**src/rtl/fetch_queue_if.sv**
```systemverilog
// Bundle of the fetch stage's instruction-memory handshake, redirect/stall
// controls and the IF/ID-facing outputs. The fetch unit uses the master
// modport; memory, hazard unit and IF/ID register see the slave side.
interface fetch_queue_if;
    logic        imem_req;
    logic [63:0] imem_addr;
    logic        imem_ack;
    logic [31:0] imem_rdata;
    logic        redirect_valid;
    logic [63:0] redirect_pc;
    logic        stall;
    logic        if_valid;
    logic [31:0] if_instr;
    logic [63:0] if_pc;

    modport master (
        output imem_req, imem_addr, if_valid, if_instr, if_pc,
        input  imem_ack, imem_rdata, redirect_valid, redirect_pc, stall
    );

    modport slave (
        input  imem_req, imem_addr, if_valid, if_instr, if_pc,
        output imem_ack, imem_rdata, redirect_valid, redirect_pc, stall
    );
endinterface

```
**src/rtl/fetch_queue.sv**
```systemverilog
// Instruction fetch stage with a prefetch queue in front of IF/ID.
// Owns the fetch PC, issues word requests over a req/ack handshake, buffers
// returned instructions with their PCs, drains them under the hazard stall
// and flushes on redirect. A request is only issued when a queue slot is
// free, so an in-flight response can always be stored.
// Optional feature: define FETCH_BYPASS_EN to forward an ack straight to
// the IF/ID outputs when the queue is empty (zero-cycle fetch latency).
module fetch_queue #(
    parameter int          DEPTH    = 4,
    parameter logic [63:0] RESET_PC = 64'h0
) (
    input logic         clk,
    input logic         rst,
    fetch_queue_if.master bus
);

    localparam int PTR_W = $clog2(DEPTH);
    localparam int CNT_W = PTR_W + 1;
    localparam logic [CNT_W-1:0] DEPTH_C = CNT_W'(DEPTH);
    localparam logic [31:0] NOP = 32'h00000013;

    typedef enum logic [1:0] {
        IDLE,
        REQ,
        DISCARD
    } state_t;

    state_t            state_q, state_d;
    logic [63:0]       fetch_pc_q, fetch_pc_d;
    logic [63:0]       addr_q, addr_d;
    logic [PTR_W-1:0]  head_q, head_d;
    logic [PTR_W-1:0]  tail_q, tail_d;
    logic [CNT_W-1:0]  count_q, count_d;
    logic [31:0]       instr_q [DEPTH];
    logic [31:0]       instr_d [DEPTH];
    logic [63:0]       pc_q [DEPTH];
    logic [63:0]       pc_d [DEPTH];

    logic        redirect;
    logic [63:0] redirect_aligned;
    logic        ack_fire;
    logic        bypass;
    logic        push;
    logic        pop;

    // Decode this cycle's events; redirect outranks push and stall.
    always_comb begin
        redirect         = bus.redirect_valid;
        redirect_aligned = bus.redirect_pc & ~64'h3;
        ack_fire         = (state_q == REQ) && bus.imem_ack;
`ifdef FETCH_BYPASS_EN
        bypass           = ack_fire && !redirect && (count_q == '0) && !bus.stall;
`else
        bypass           = 1'b0;
`endif
        push             = ack_fire && !redirect && !bypass;
        pop              = (count_q != '0) && !bus.stall && !redirect;
    end

    // Queue storage, pointers and occupancy; a redirect empties the queue.
    always_comb begin
        head_d  = head_q;
        tail_d  = tail_q;
        count_d = count_q;
        instr_d = instr_q;
        pc_d    = pc_q;
        if (redirect) begin
            head_d  = '0;
            tail_d  = '0;
            count_d = '0;
        end else begin
            if (push) begin
                instr_d[tail_q] = bus.imem_rdata;
                pc_d[tail_q]    = addr_q;
                tail_d          = tail_q + PTR_W'(1);
            end
            if (pop) begin
                head_d = head_q + PTR_W'(1);
            end
            count_d = count_q + CNT_W'(push) - CNT_W'(pop);
        end
    end

    // Request FSM; the request address is frozen while a stale request drains.
    always_comb begin
        state_d    = state_q;
        fetch_pc_d = fetch_pc_q;
        case (state_q)
            IDLE: begin
                if (redirect) begin
                    fetch_pc_d = redirect_aligned;
                    state_d    = REQ;
                end else if (count_q < DEPTH_C) begin
                    state_d = REQ;
                end
            end
            REQ: begin
                if (redirect) begin
                    fetch_pc_d = redirect_aligned;
                    state_d    = bus.imem_ack ? REQ : DISCARD;
                end else if (bus.imem_ack) begin
                    fetch_pc_d = fetch_pc_q + 64'd4;
                    state_d    = (count_d < DEPTH_C) ? REQ : IDLE;
                end
            end
            DISCARD: begin
                if (redirect) begin
                    fetch_pc_d = redirect_aligned;
                end
                if (bus.imem_ack) begin
                    state_d = REQ;
                end
            end
            default: state_d = IDLE;
        endcase
        addr_d = (state_d == DISCARD) ? addr_q : fetch_pc_d;
    end

    // Drive memory request and IF/ID outputs; NOP with PC 0 when nothing is valid.
    always_comb begin
        bus.imem_req  = (state_q != IDLE);
        bus.imem_addr = addr_q;
        bus.if_valid  = 1'b0;
        bus.if_instr  = NOP;
        bus.if_pc     = 64'h0;
        if (count_q != '0) begin
            bus.if_valid = 1'b1;
            bus.if_instr = instr_q[head_q];
            bus.if_pc    = pc_q[head_q];
        end else if (bypass) begin
            bus.if_valid = 1'b1;
            bus.if_instr = bus.imem_rdata;
            bus.if_pc    = addr_q;
        end
    end

    // State registers with asynchronous reset back to an empty, idle fetch.
    always_ff @(posedge clk or posedge rst) begin
        if (rst) begin
            state_q    <= IDLE;
            fetch_pc_q <= RESET_PC;
            addr_q     <= RESET_PC;
            head_q     <= '0;
            tail_q     <= '0;
            count_q    <= '0;
            for (int i = 0; i < DEPTH; i++) begin
                instr_q[i] <= '0;
                pc_q[i]    <= '0;
            end
        end else begin
            state_q    <= state_d;
            fetch_pc_q <= fetch_pc_d;
            addr_q     <= addr_d;
            head_q     <= head_d;
            tail_q     <= tail_d;
            count_q    <= count_d;
            instr_q    <= instr_d;
            pc_q       <= pc_d;
        end
    end

endmodule

```
**src/flat_wrapper.sv**
```systemverilog
// flat-port wrapper written by rule: the top's interface ports become plain ports
module fetch_queue_flat 
#(
    parameter int          DEPTH    = 4,
    parameter logic [63:0] RESET_PC = 64'h0
)
  (clk, rst, bus_imem_req, bus_imem_addr, bus_if_valid, bus_if_instr, bus_if_pc, bus_imem_ack, bus_imem_rdata, bus_redirect_valid, bus_redirect_pc, bus_stall);
  fetch_queue_if bus_i ();
  input logic clk;
  input logic rst;
  output wire logic [$bits(bus_i.imem_req)-1:0] bus_imem_req;
  output wire logic [$bits(bus_i.imem_addr)-1:0] bus_imem_addr;
  output wire logic [$bits(bus_i.if_valid)-1:0] bus_if_valid;
  output wire logic [$bits(bus_i.if_instr)-1:0] bus_if_instr;
  output wire logic [$bits(bus_i.if_pc)-1:0] bus_if_pc;
  input wire logic [$bits(bus_i.imem_ack)-1:0] bus_imem_ack;
  input wire logic [$bits(bus_i.imem_rdata)-1:0] bus_imem_rdata;
  input wire logic [$bits(bus_i.redirect_valid)-1:0] bus_redirect_valid;
  input wire logic [$bits(bus_i.redirect_pc)-1:0] bus_redirect_pc;
  input wire logic [$bits(bus_i.stall)-1:0] bus_stall;
  assign bus_imem_req = bus_i.imem_req;
  assign bus_imem_addr = bus_i.imem_addr;
  assign bus_if_valid = bus_i.if_valid;
  assign bus_if_instr = bus_i.if_instr;
  assign bus_if_pc = bus_i.if_pc;
  assign bus_i.imem_ack = bus_imem_ack;
  assign bus_i.imem_rdata = bus_imem_rdata;
  assign bus_i.redirect_valid = bus_redirect_valid;
  assign bus_i.redirect_pc = bus_redirect_pc;
  assign bus_i.stall = bus_stall;
  fetch_queue #(.DEPTH(DEPTH), .RESET_PC(RESET_PC)) u_core (.clk(clk), .rst(rst), .bus(bus_i));
endmodule
```
**config.mk**
```make
export PLATFORM = sky130hd
export DESIGN_NAME = fetch_queue_flat
export DESIGN_NICKNAME = d
export VERILOG_FILES = /design/src/rtl/fetch_queue_if.sv /design/src/rtl/fetch_queue.sv /design/src/flat_wrapper.sv
export SDC_FILE = /design/constraint.sdc
export NUM_CORES = 1
export LEC_CHECK = 0
export BUFFER_PORTS_ARGS = -buffer_cell sky130_fd_sc_hd__clkbuf_2
export CORE_ASPECT_RATIO = 1.2
export CORE_UTILIZATION = 30
export CTS_BUF_LIST = sky130_fd_sc_hd__clkbuf_16
export DETAILED_ROUTE_END_ITERATION = 8
export PLACE_DENSITY = 0.45
export SLEW_MARGIN = 20
export SYNTH_ARGS = -nofsm -noshare
export SYNTH_HDL_FRONTEND = slang
export SYNTH_SLANG_ARGS = --single-unit
```
**constraint.sdc**
```tcl
create_clock -name clk -period 46.4 [get_ports clk]
set_clock_uncertainty 0.1 [all_clocks]
set_input_delay 9.28 -clock clk [delete_from_list [all_inputs] [get_ports clk]]
set_output_delay 9.28 -clock clk [all_outputs]
set_load 0.01 [all_outputs]
```
==> results.toml <==
[timing]
max_freq_ghz = 0.0770
report.final.hold_viol_count = 0
rsz_0062_raised_after_global_routing = "no"
setup-tns-final_ps = 0
post-route-min-period_ps = 12990
timing.final.crit_share_pct = 28.0
max_slew.worst_pin.slew_ps = 1010
setup_violations = 0
drv_slew = 0
worst_slew_margin_rel_pct = 33.0

[synthesis]
most_common_cell_in_the_netlist = "dfrtp_1"
synth_async_reset_ratio_pct = 100
main_synth_ff_type = "dfrtp_1"
yosys_warnings = 0
synth_area_um2 = 24800
postSynthCellCount = 1892
syn-num-nets = 2001
synthesis.area_per_instance_um2 = 13.1
synth_enable_flop_cells = 0
yosys.area.top_type_share_pct = 52.6
post_synth_num_cell_types = 73
synth_sequential_area_ratio_pct = 52.6
synth_common_cells = "521 x dfrtp_1, 422 x mux2_2, 104 x nand2_1"
leading_area_contributor_after_synthesis = "dfrtp_1"
synth.top_cells.by_area = "dfrtp_1 53%, mux2_2 19%, mux4_2 8.7%"
synth_seq_cells = 521

[setup_path]
setup_crit_path_kind = "reg2out"
startpoint_type = "flip-flop"
critical_path.endpoint_type = "output port"
worst_ep_arrival_time_ps = 3610
reg2reg_slack_ps = 42430
cp.required_ps = 37020
timing.critical_path.slowest_cell_delay_ps = 770
critPathMostFrequentCell = "buf_4"
critPathMaxFanout = 30
critical_path.cell_chain = "buf_4, buf_4, mux4_2, or2_2, clkbuf_2"
critPathSlowestCell = "dfrtp_4"

[global_routing]
grt_start_max_net_pins = 139
grt_overflow = 0
global_route.usage.total_pct = 18.1
first_pass_grt_wire_length_um = 115000
first_global_vias = 17843
antenna_found_initial = 21

[layout]
layout.filler_cells = 8109
layout-drive-gt1-share_pct = 42.4
final-seq-area_um2 = 13000
multi_input_comb_area_um2 = 11200
layout-area-overhead-vs-synth_pct = 16.5
num-nets-final = 2221

[detailed_routing]
final_routed_wirelength_um = 75900
route.antenna.remaining_nets = 0
initialDrtViolationCount = 958
number_of_optimization_iterations_in_the_first_detailed_route_pass = 4
routed_wire_length_per_instance_um = 23.6
vias_per_cell = 5.23
routed-via-count = 16814
residual_drc = 0

[clock_tree]
tritoncts = "yes"
clockBufferDepth = 3
post_cts_resized = 0
cts_htree_levels = 2
clkTransAtPathRegs_ps = 60
cts_setup_buffers = 0
tritoncts.num_buffers = 59
clk_latency_ps = 650
cts-hold-fix-buffers = 0
clock-root-buffer = "clkbuf_16"
numClockSinks = 521

[job]
maxCapViolations = 0

[placement]
half_perimeter_wire_length_after_detailed_placement_um = 48400
gp_congestion = 0.856
port-buffer-count = 260

[run_status]
outcome = "finished, final reports clean"

[floorplanning]
initial_util_pct = 30.3
chipWidth_um = 264
die_h_um = 317
core_um2 = 81900
io_pins = 263
rows = 115
die-area_um2 = 83800

[power]
power_uw = 1770
power.density_nw_per_um2 = 61.1
static_leakage_uw = 0.0129
irDropWorstVdd_mv = 0.0293

[min_path]
timing.hold.worst.class = "reg2reg"
layout make-up:
| class | count | share of cell area, % |
|---|---|---|
| inverter | 18 | 0.260 |
| clock inverter | 46 | 0.732 |
| antenna | 3 | 0.0260 |
| sequential | 521 | 45.2 |
| timing repair buffer | 285 | 5.21 |
| tap | 1053 | 4.56 |
| clock buffer | 60 | 5.20 |
| multi-input combinational | 1227 | 38.8 |
cell families (layout without fill, tap and decap cells):
family,after synthesis,after routing,share of synthesized area [%]
muxes,522,522,28.1
DFF,521,521,52.6
and+or+nand+nor,482,482,10.5
AOI/OAI and AO/OA,198,198,5.52
buffers and inverters,144,409,2.33
xor gates and xnor gates,17,17,0.601
adders and majority gates,8,8,0.434
other,0,3,0
per-layer routing:
layer	vias to the layer above	part of all wire (%)	global-route usage (%)
met2	422	49	30.5
met4	24	2.7	5.59
met5	-	0.20	0
met1	8760	42	22.7
met3	131	6.2	4.61
li1	7477	-	-
final timing paths:
| kind | start | endpoint | cells after the start |
|---|---|---|---|
| worst min-delay path | u_core.fetch_pc_q[0] | u_core.fetch_pc_q[0] | 1 |
| max in group asynchronous | rst | u_core.bus.imem_addr[38] | 4 |
| worst max-delay path | u_core.head_q[0] | bus_if_instr[1] | 5 |
| worst max register to register | u_core.state_q[0] | u_core.instr_q[119] | 7 |
| worst min register to register | u_core.fetch_pc_q[0] | u_core.fetch_pc_q[0] | 1 |
| min in group asynchronous | rst | u_core.instr_q[122] | 2 |
flip-flops by register name (all words and copies together), names as in the netlist:
| register | cells |
|---|---|
| u_core.bus.imem_addr | 64 |
| u_core.fetch_pc_q | 64 |
| u_core.instr_q | 128 |
| u_core.pc_q | 256 |
| u_core.state_q | 2 |
| u_core.count_q | 3 |
| u_core.head_q | 2 |
| u_core.tail_q | 2 |
report_power, final:
| part | internal (µW) | leakage, µW | switching (µW) |
|---|---|---|---|
| Clock | 232 | 0.000898 | 194 |
| Sequential | 610 | 0.00657 | 131 |
| Combinational | 310 | 0.00540 | 289 |
worst max-delay path: cells and delay by family (launching register included):
kind	cells	cell delay, ps
buffers and inverters	3	1300
DFF	1	770
muxes	1	580
and+or+nand+nor	1	290
layout by cell type, fill, tap and decap left out, types with 6 or more instances in the layout:
cell type,count
nand4_1,26
a211oi_1,10
ha_1,7
clkbuf_16,60
dfrtp_1,519
o32ai_1,6
buf_4,23
nor2_1,89
nand2_1,97
o21ai_0,22
clkinv_1,20
mux4_2,96
o22ai_1,37
mux2_2,422
inv_1,30
and3_1,18
o31ai_1,12
clkbuf_2,260
xnor2_1,9
xor2_1,8
a21oi_1,38
and2_1,101
a31oi_1,7
and4_1,6
nor4_1,10
a311oi_1,8
nor3_1,39
nand3_1,37
a211o_1,6
or3_1,10
clkinv_2,6
per-stage QoR:
step	std cells	cell area, µm²	util [%]	setup slack [ps]	hold WS [ps]
after detailed placement	3104	27200	33.2	33490	365
final	3213	28900	35.3	33410	378
after global placement	3104	27200	33.2	33480	366
after floorplan	1892	24800	-	22470	344
after global routing	3210	28900	35.3	33090	409
after CTS	3210	28900	35.3	33210	380
Note: power is estimated with default switching activity, not from simulation.
